===== src/rtl/countdown_timer.sv =====
// BCD microwave countdown timer: keypad entry, start/pause/clear, done pulse at 0:00.
// Optional internal 1 s prescaler enabled by defining COUNTDOWN_PRESCALER_EN.
module countdown_timer #(
  parameter int unsigned TICK_DIV = 50000000
) (
  input  logic       clk,
  input  logic       reset,
  input  logic       tick,
  input  logic [3:0] digit,
  input  logic       digit_valid,
  input  logic       start,
  input  logic       stop,
  input  logic       clear,
  output logic [3:0] min,
  output logic [3:0] sec_tens,
  output logic [3:0] sec_ones,
  output logic       running,
  output logic       done
);

  typedef enum logic [1:0] {IDLE, RUN, PAUSE, DONE} state_t;

  state_t     state_reg, state_next;
  logic [3:0] min_reg, min_next;
  logic [3:0] tens_reg, tens_next;
  logic [3:0] ones_reg, ones_next;
  logic       running_reg, running_next;
  logic       done_reg, done_next;

  logic       dec_en;
  logic       is_zero;
  logic       dec_to_zero;
  logic       digit_ok;
  logic [3:0] dec_min, dec_tens, dec_ones;

  assign is_zero     = (min_reg == 4'd0) && (tens_reg == 4'd0) && (ones_reg == 4'd0);
  assign dec_to_zero = (min_reg == 4'd0) && (tens_reg == 4'd0) && (ones_reg == 4'd1);
  assign digit_ok    = digit_valid && (digit <= 4'd9);

`ifdef COUNTDOWN_PRESCALER_EN
  localparam int unsigned CW = (TICK_DIV > 1) ? $clog2(TICK_DIV) : 1;

  logic [CW-1:0] pre_reg, pre_next;
  logic          pre_wrap;
  logic          unused_tick;

  assign unused_tick = tick;
  assign pre_wrap    = (pre_reg == CW'(TICK_DIV - 1));
  assign dec_en      = (state_reg == RUN) && pre_wrap;

  // Restarting on every entry into RUN makes the first decrement land TICK_DIV cycles after start.
  always_comb begin
    pre_next = pre_reg;
    if (state_reg == RUN) begin
      pre_next = pre_wrap ? '0 : pre_reg + 1'b1;
    end
    if (clear || ((state_next == RUN) && (state_reg != RUN))) begin
      pre_next = '0;
    end
  end

  always_ff @(posedge clk) begin
    if (reset) begin
      pre_reg <= '0;
    end else begin
      pre_reg <= pre_next;
    end
  end
`else
  logic [31:0] unused_div;

  assign unused_div = 32'(TICK_DIV);
  assign dec_en     = tick;
`endif

  // Digitwise borrow; sec_tens values above 5 entered by the operator are counted down as-is.
  always_comb begin
    dec_min  = min_reg;
    dec_tens = tens_reg;
    dec_ones = ones_reg;
    if (ones_reg != 4'd0) begin
      dec_ones = ones_reg - 4'd1;
    end else begin
      dec_ones = 4'd9;
      if (tens_reg != 4'd0) begin
        dec_tens = tens_reg - 4'd1;
      end else begin
        dec_tens = 4'd5;
        dec_min  = min_reg - 4'd1;
      end
    end
  end

  always_comb begin
    state_next = state_reg;
    min_next   = min_reg;
    tens_next  = tens_reg;
    ones_next  = ones_reg;
    done_next  = 1'b0;

    if (clear) begin
      state_next = IDLE;
      min_next   = 4'd0;
      tens_next  = 4'd0;
      ones_next  = 4'd0;
    end else begin
      unique case (state_reg)
        RUN: begin
          if (stop) begin
            state_next = PAUSE;
          end else if (dec_en && !is_zero) begin
            min_next  = dec_min;
            tens_next = dec_tens;
            ones_next = dec_ones;
            if (dec_to_zero) begin
              state_next = DONE;
              done_next  = 1'b1;
            end
          end
        end
        IDLE, PAUSE: begin
          if (start && !is_zero) begin
            state_next = RUN;
          end else if ((state_reg == IDLE) && digit_ok) begin
            min_next  = tens_reg;
            tens_next = ones_reg;
            ones_next = digit;
          end
        end
        DONE: begin
          if (digit_ok) begin
            state_next = IDLE;
            min_next   = 4'd0;
            tens_next  = 4'd0;
            ones_next  = digit;
          end
        end
        default: state_next = IDLE;
      endcase
    end
  end

  assign running_next = (state_next == RUN);

  always_ff @(posedge clk) begin
    if (reset) begin
      state_reg   <= IDLE;
      min_reg     <= 4'd0;
      tens_reg    <= 4'd0;
      ones_reg    <= 4'd0;
      running_reg <= 1'b0;
      done_reg    <= 1'b0;
    end else begin
      state_reg   <= state_next;
      min_reg     <= min_next;
      tens_reg    <= tens_next;
      ones_reg    <= ones_next;
      running_reg <= running_next;
      done_reg    <= done_next;
    end
  end

  assign min      = min_reg;
  assign sec_tens = tens_reg;
  assign sec_ones = ones_reg;
  assign running  = running_reg;
  assign done     = done_reg;

endmodule


===== config.mk =====
export PLATFORM = sky130hd
export DESIGN_NAME = countdown_timer
export DESIGN_NICKNAME = d
export VERILOG_FILES = /design/src/rtl/countdown_timer.sv
export SDC_FILE = /design/constraint.sdc
export NUM_CORES = 1
export LEC_CHECK = 0
export CAP_MARGIN = 0
export CORE_UTILIZATION = 51
export CTS_BUF_LIST = sky130_fd_sc_hd__clkbuf_8
export DETAILED_ROUTE_END_ITERATION = 7
export GPL_TIMING_DRIVEN = 0
export PLACE_DENSITY_LB_ADDON = 0.12
export SETUP_SLACK_MARGIN = 0.1
export SLEW_MARGIN = 20
export SYNTH_ARGS = -nofsm -noshare
export SYNTH_HDL_FRONTEND = slang
export SYNTH_SLANG_ARGS = --single-unit

===== constraint.sdc =====
create_clock -name clk -period 2.2 [get_ports clk]
set_clock_uncertainty 0.05 [all_clocks]
set_input_delay 0.22 -clock clk [delete_from_list [all_inputs] [get_ports clk]]
set_output_delay 0.22 -clock clk [all_outputs]
set_load 0.1 [all_outputs]

==> metrics.csv, run 1 <==
metric;value;unit
Post-Route WL;2.79;mm
Hold EP;min[2];
peak supply drop;395;uV
CP startpoint kind;register;
Die Y-Extent;47.4;um
Die X;47.4;um
largest net degree at the start of global routing;11;
synth unique cells;47;
post-DR vias/cell;6.27;
dpl hpwl;2.03;mm
Routed Antenna Nets;0;
num rows;16;
most common cell after layout, fill and taps aside;clkdlybuf4s50_1;
R2R setup slack;0.13;ns
Reg clk slew, reported paths;0.06;ns
Crit Path Class;reg2reg;
syn avg cell area;8.14;um2
layout cells sized above 1;22.3;%
Syn Inst Count;129;
critical path buffer and inverter count;2;
PD cells;597;nW/um2
Via Count;1153;
Synth Register Bits;16;
minimum hold slack;0.455;ns
CTS tree;done;
main flop type after synthesis;dfxtp_1;
Total GRT Usage;26.9;%
min-delay worst type;reg2reg;
max_cap viols;0;
Fmax achieved;483;MHz
clock latency on the worst-skew pair;0.25;ns
Final Slew Violations;0;
fillers;158;
Root Buffer;clkbuf_8;
I/O Buffers;24;
hold_buf cts;0;
Final Setup Violations;0;
CTS sink count;16;
routability cong.;0.922;
Ys Warns;0;
crit end category;register;
most frequent cells in the layout;18 x clkdlybuf4s50_1, 12 x a21oi_1, 9 x nor2_1;
RSZ-0062 raised after global routing;true;
post-synth net total;141;
Reg-to-Reg Start;sec_ones[0];
crit path cell chain;buf_2 -> nor4_4 -> a31oi_2 -> o211a_1 -> buf_6 -> a2111o_1 -> o22ai_1;
Async S/R FF share, synth;0;%
Final Hold Viols;0;
Crit Path Max Fanout;10;
Initial Util;54.1;%
worst r2r path cells;7;
# diodes;0;
Final period util;94.1;%
hold depth;2;
DRC;0;
initial antenna violation count;0;
Placeable Area;1940;um2
number of synthesized flops with an enable pin;0;
CP max stage cell;nor4_4;
Layout Nets;170;
run status;completed;
start point of the worst hold path;min[2];
Routed WL per cell;15.2;um
Congestion Overflow GR;0;
Top Family by Delay on Critical Path;compound AO/OA/AOI/OAI gates;
DR pass1 iterations;4;
Slew headroom;35.4;%
Area Overhead vs Synth;34.8;%
I/O pin cnt;25;
critical path depth in cells;7;
mapped cell area;1050;um2
CTS Buf Count;3;
Worst-Margin Slew;0.966;ns
Leak;0.576;nW
first-pass GRT wire length;4.21;mm
vias in the first global route;972;
slowest stage delay, CP;0.38;ns
# H-tree levels;1;
crit path DAT;2.19;ns
clk buf depth;2;
Die ar.;2240;um2
post-layout util;72.9;%
Starting DRT DRC Count;46;
Seq/Total Area, Yosys;30.5;%
FF-to-FF End;min[2];
CP required;2.32;ns
minimum clock period;2.07;ns
-- where the power goes --
group / internal (mW) / leakage [nW] / switching [mW]
Combinational: 0.109 / 0.416 / 0.189
Clock: 0.124 / 0.0231 / 0.106
Sequential: 0.301 / 0.137 / 0.0170
Total: 0.533 / 0.576 / 0.312
-- per-layer routing --
layer / part of all wire (%) / wire length [um] / track usage [%] / up-vias
li1: - / - / - / 556
met2: 47 / 1320 / 39.2 / 44
met1: 46 / 1280 / 37.3 / 548
met5: 0 / 0 / 0 / -
met3: 5.5 / 154 / 3.46 / 5
met4: 1.3 / 37 / 16.6 / 0
-- cell usage after synthesis, types with 2 or more instances --
master    number  area, um2
and2_1         3       18.8
inv_1          6       22.5
o22ai_1        2       12.5
nor3_1         4       20.0
a211oi_1       3       22.5
clkbuf_1       3       11.3
nand3_1        6       30.0
nand2b_1       2       12.5
nor4b_1        2       17.5
buf_2          4       20.0
nand2_1        8       30.0
o21ai_0        9       45.0
nor2_1        10       37.5
dfxtp_1       16        320
a21oi_1       12       60.1
nand4_1        2       12.5
o31ai_1        3       22.5
o211a_1        2       20.0
o221a_2        2       22.5
nor4_4         2       42.5
nor3b_1        2       15.0
-- timing repair --
action / CTS / global route
gates resized for setup: 4 / 6
pin swaps: 0 / 2
gates cloned: 0 / 0
buffers inserted: 0 / 1
endpoints found under the setup margin: 9 / 13
-- how the worst max path moves through the flow --
stage	start	endpoint	slack [ns]
3_3_place_gp	stop	min[2]	-0.02
2_1_floorplan	min[0]	min[2]	0.11
4_1_cts	state_reg[1]	min[2]	0.1
5_1_grt	sec_ones[0]	min[2]	0.04
3_5_place_dp	stop	min[2]	-0.01
6_report	sec_ones[0]	min[2]	0.13
-- cell type report --
type                       instances  area [um2]  share of cell area [%]
clock inverter                     1        3.75                   0.265
clock buffer                       3        41.3                    2.92
buffer                             7        38.8                    2.74
tap                               27        33.8                    2.39
inverter                           6        22.5                    1.59
sequential                        16         345                    24.4
timing repair buffer              25         251                    17.8
multi-input combinational         99         678                    47.9
-- cells by family after synthesis --
| kind of cell | after synthesis | share of synthesized area, % |
|---|---|---|
| simple gates | 50 | 29.3 |
| compound gates | 48 | 32.8 |
| flops | 16 | 30.5 |
| buf+inv | 14 | 6.20 |
| fa+ha+maj | 1 | 1.19 |
-- worst min-delay path, delay by kind of cell (launching register included) --
kind | cells | cell delay (ns)
simple gates | 1 | 0.06
compound gates | 1 | 0.05
flops | 1 | 0.35
-- through the flow --
stage | power, mW | worst slack, ns | setup TNS, ns | area (um2) | instances
3_5_place_dp | 0.613 | -0.0136 | -0.0153 | 1350 | 180
6_report | 0.845 | 0.129 | 0 | 1420 | 184
5_1_grt | 0.881 | 0.0448 | 0 | 1420 | 184
2_1_floorplan | 0.537 | 0.109 | 0 | 1070 | 129
4_1_cts | 0.840 | 0.0977 | 0 | 1400 | 184
3_3_place_gp | 0.608 | -0.0205 | -0.0263 | 1350 | 180
Power figures use the tool's default switching activity.
==> run 2, diff against run 1 <==
--- a/config.mk
+++ b/config.mk
@@ -8,6 +8,7 @@
 export CAP_MARGIN = 0
 export CORE_UTILIZATION = 51
 export CTS_BUF_LIST = sky130_fd_sc_hd__clkbuf_8
+export CTS_CLUSTER_SIZE = 14
 export DETAILED_ROUTE_END_ITERATION = 7
 export GPL_TIMING_DRIVEN = 0
 export PLACE_DENSITY_LB_ADDON = 0.12
==> results of run 2 <==
Same layout as run 1: the final DEF is identical, and so are final timing and power.
==> run 3, diff against run 2 <==
--- a/config.mk
+++ b/config.mk
@@ -6,11 +6,10 @@
 export NUM_CORES = 1
 export LEC_CHECK = 0
 export CAP_MARGIN = 0
-export CORE_UTILIZATION = 51
+export CORE_UTILIZATION = 50
 export CTS_BUF_LIST = sky130_fd_sc_hd__clkbuf_8
 export CTS_CLUSTER_SIZE = 14
 export DETAILED_ROUTE_END_ITERATION = 7
-export GPL_TIMING_DRIVEN = 0
 export PLACE_DENSITY_LB_ADDON = 0.12
 export SETUP_SLACK_MARGIN = 0.1
 export SLEW_MARGIN = 20
==> run 3 against run 2 <==
Compared with the run above: first-iteration DRC count shrank 24%; critical endpoint is now min[0]; power grew 5.2%; wire length grew 10%; global-route usage grew 1.8 points; sequential share of layout area grew 0.51 points.
==> metrics.csv, run 3 (same netlist as run 1, synthesis figures left out) <==
metric;value;unit;change
most common cell after layout, fill and taps aside;buf_4;;was clkdlybuf4s50_1
most frequent cells in the layout;22 x buf_4, 12 x a21oi_1, 10 x nor2_1, 10 x clkdlybuf4s50_1, 9 x o21ai_0;;was 18 x clkdlybuf4s50_1, 12 x a21oi_1, 9 x nor2_1
CTS sink count;16;;unchanged
crit path DAT;2.14;ns;was 2.19 ns
Via Count;1149;;was 1153
Hold EP;min[2];;unchanged
clk buf depth;2;;unchanged
Routed met1 length;1.27;mm;was 1.28 mm
pre-CTS setup slack;0.130;ns;was -0.0136 ns
worst r2r path cells;8;;was 7
Root Buffer;clkbuf_8;;unchanged
Die ar.;2290;um2;was 2240 um2
Reg clk slew, reported paths;0.07;ns;was 0.06 ns
post-DR vias/cell;6.24;;was 6.27
peak supply drop;511;uV;was 395 uV
Slew headroom;57.7;%;was 35.4%
Final Slew Violations;0;;unchanged
start point of the worst hold path;min[2];;unchanged
Die X;47.8;um;was 47.4 um
vias in the first global route;987;;was 972
Total GRT Usage;28.8;%;was 26.9%
fillers;172;;was 158
Final Setup Violations;0;;unchanged
CTS Buf Count;3;;unchanged
CP max stage cell;dfxtp_4;;was nor4_4
layout cells sized above 1;32.5;%;was 22.3%
Layout Nets;170;;unchanged
RSZ-0062 raised after global routing;true;;unchanged
dpl cell area;1320;um2;was 1350 um2
metal2 WL;1.54;mm;was 1.32 mm
Crit Path Class;reg2reg;;unchanged
worst setup margin;0.153;ns;was 0.129 ns
run status;completed;;unchanged
# diodes;0;;unchanged
DR top layer;met3;;was met4
Routed Antenna Nets;0;;unchanged
R2R setup slack;0.15;ns;was 0.13 ns
finished layout cell area;1390;um2;was 1420 um2
Leak;0.539;nW;was 0.576 nW
PD cells;641;nW/um2;was 597 nW/um2
area of the multi-input gates;664;um2;was 678 um2
FF-to-FF End;min[0];;was min[2]
routability cong.;0.955;;was 0.922
minimum hold slack;0.446;ns;was 0.455 ns
Final period util;93.0;%;was 94.1%
Area Overhead vs Synth;32.1;%;was 34.8%
min-delay worst type;reg2reg;;unchanged
Non-Filler Instances;184;;unchanged
hold depth;2;;unchanged
CTS tree;done;;unchanged
storage element area;345;um2;unchanged
slowest stage delay, CP;0.36;ns;was 0.38 ns
Placeable Area;1960;um2;was 1940 um2
Routed WL per cell;16.8;um;was 15.2 um
Starting DRT DRC Count;35;;was 46
Fin Setup TNS;0;ns;unchanged
I/O Buffers;24;;unchanged
max_cap viols;0;;unchanged
CP startpoint kind;register;;unchanged
DR pass1 iterations;4;;unchanged
dpl cells;178;;was 180
# H-tree levels;1;;unchanged
Crit Path Max Fanout;11;;was 10
crit path cell chain;inv_1 -> ha_1 -> nor3b_1 -> buf_4 -> a31oi_2 -> o211a_2 -> a21oi_1 -> o221a_2;;was buf_2 -> nor4_4 -> a31oi_2 -> o211a_1 -> buf_6 -> a2111o_1 -> o22ai_1
minimum clock period;2.05;ns;was 2.07 ns
Post-Route WL;3.08;mm;was 2.79 mm
CP required;2.29;ns;was 2.32 ns
I/O pin cnt;25;;unchanged
initial antenna violation count;0;;unchanged
Reg-to-Reg Start;min[0];;was sec_ones[0]
Initial Util;53.5;%;was 54.1%
hold_buf cts;0;;unchanged
crit end category;register;;unchanged
Worst-Margin Slew;0.632;ns;was 0.966 ns
Fmax achieved;489;MHz;was 483 MHz
DRC;0;;unchanged
dpl hpwl;2.13;mm;was 2.03 mm
Final Hold Viols;0;;unchanged
Die Y-Extent;47.8;um;was 47.4 um
Congestion Overflow GR;0;;unchanged
metal3 WL;273;um;was 154 um
first-pass GRT wire length;4.58;mm;was 4.21 mm
num rows;16;;unchanged
largest net degree at the start of global routing;12;;was 11
clock latency on the worst-skew pair;0.25;ns;about the same
[run 3: changes by cell type in the layout (fill, tap and decap cells not counted), moves of 2 or more]
cell	previous run	this run
buf_4	1	22
buf_2	4	0
dlymetal6s2s_1	3	0
dlygate4sd2_1	3	0
clkbuf_1	2	0
clkdlybuf4s50_1	18	10
[run 3: layout make-up]
class                           instances  area share, %
Multi-Input combinational cell         99           47.9
Sequential cell                        16           24.9
Timing Repair Buffer                   32           19.1
Clock buffer                            4           3.97
Tap cell                               27           2.44
Inverter                                6           1.62
[run 3: what timing repair did]
item	in CTS	in global routing
setup buffers	0	2
resized for setup	0	1
setup endpoints to repair	0	5
[run 3: how the worst max path moves through the flow]
stage	from	to	slack, ns
final	min[0]	min[0]	0.15
after global routing	min[0]	min[2]	0.06
after CTS	min[0]	min[0]	0.13
after detailed placement	stop	min[2]	0.13
after global placement	stop	min[2]	0.16
after floorplan	min[0]	min[2]	0.11
[run 3: routing by layer]
layer	track usage [%]	up-vias
li1	-	553
met1	40.1	534
met2	44.6	62
met3	7.92	0
met4	5.56	0
met5	0	-
[run 3: worst max-delay path, delay by kind of cell, from the launching register on]
kind | cells | cell delay [ns]
simple gates | 1 | 0.14
buf+inv | 2 | 0.18
compound gates | 4 | 0.98
flops | 1 | 0.36
fa+ha+maj | 1 | 0.22
[run 3: stage by stage]
| step | utilization [%] | total power, mW |
|---|---|---|
| after floorplan | - | 0.537 |
| after global placement | 67.1 | 0.607 |
| after detailed placement | 67.1 | 0.612 |
| after CTS | 69.9 | 0.875 |
| after global routing | 70.7 | 0.926 |
| final | 70.7 | 0.888 |
[run 3: report_power, final]
group | switching, mW | internal [mW]
Combinational | 0.185 | 0.111
Sequential | 0.0253 | 0.301
Clock | 0.108 | 0.159
Total | 0.318 | 0.570
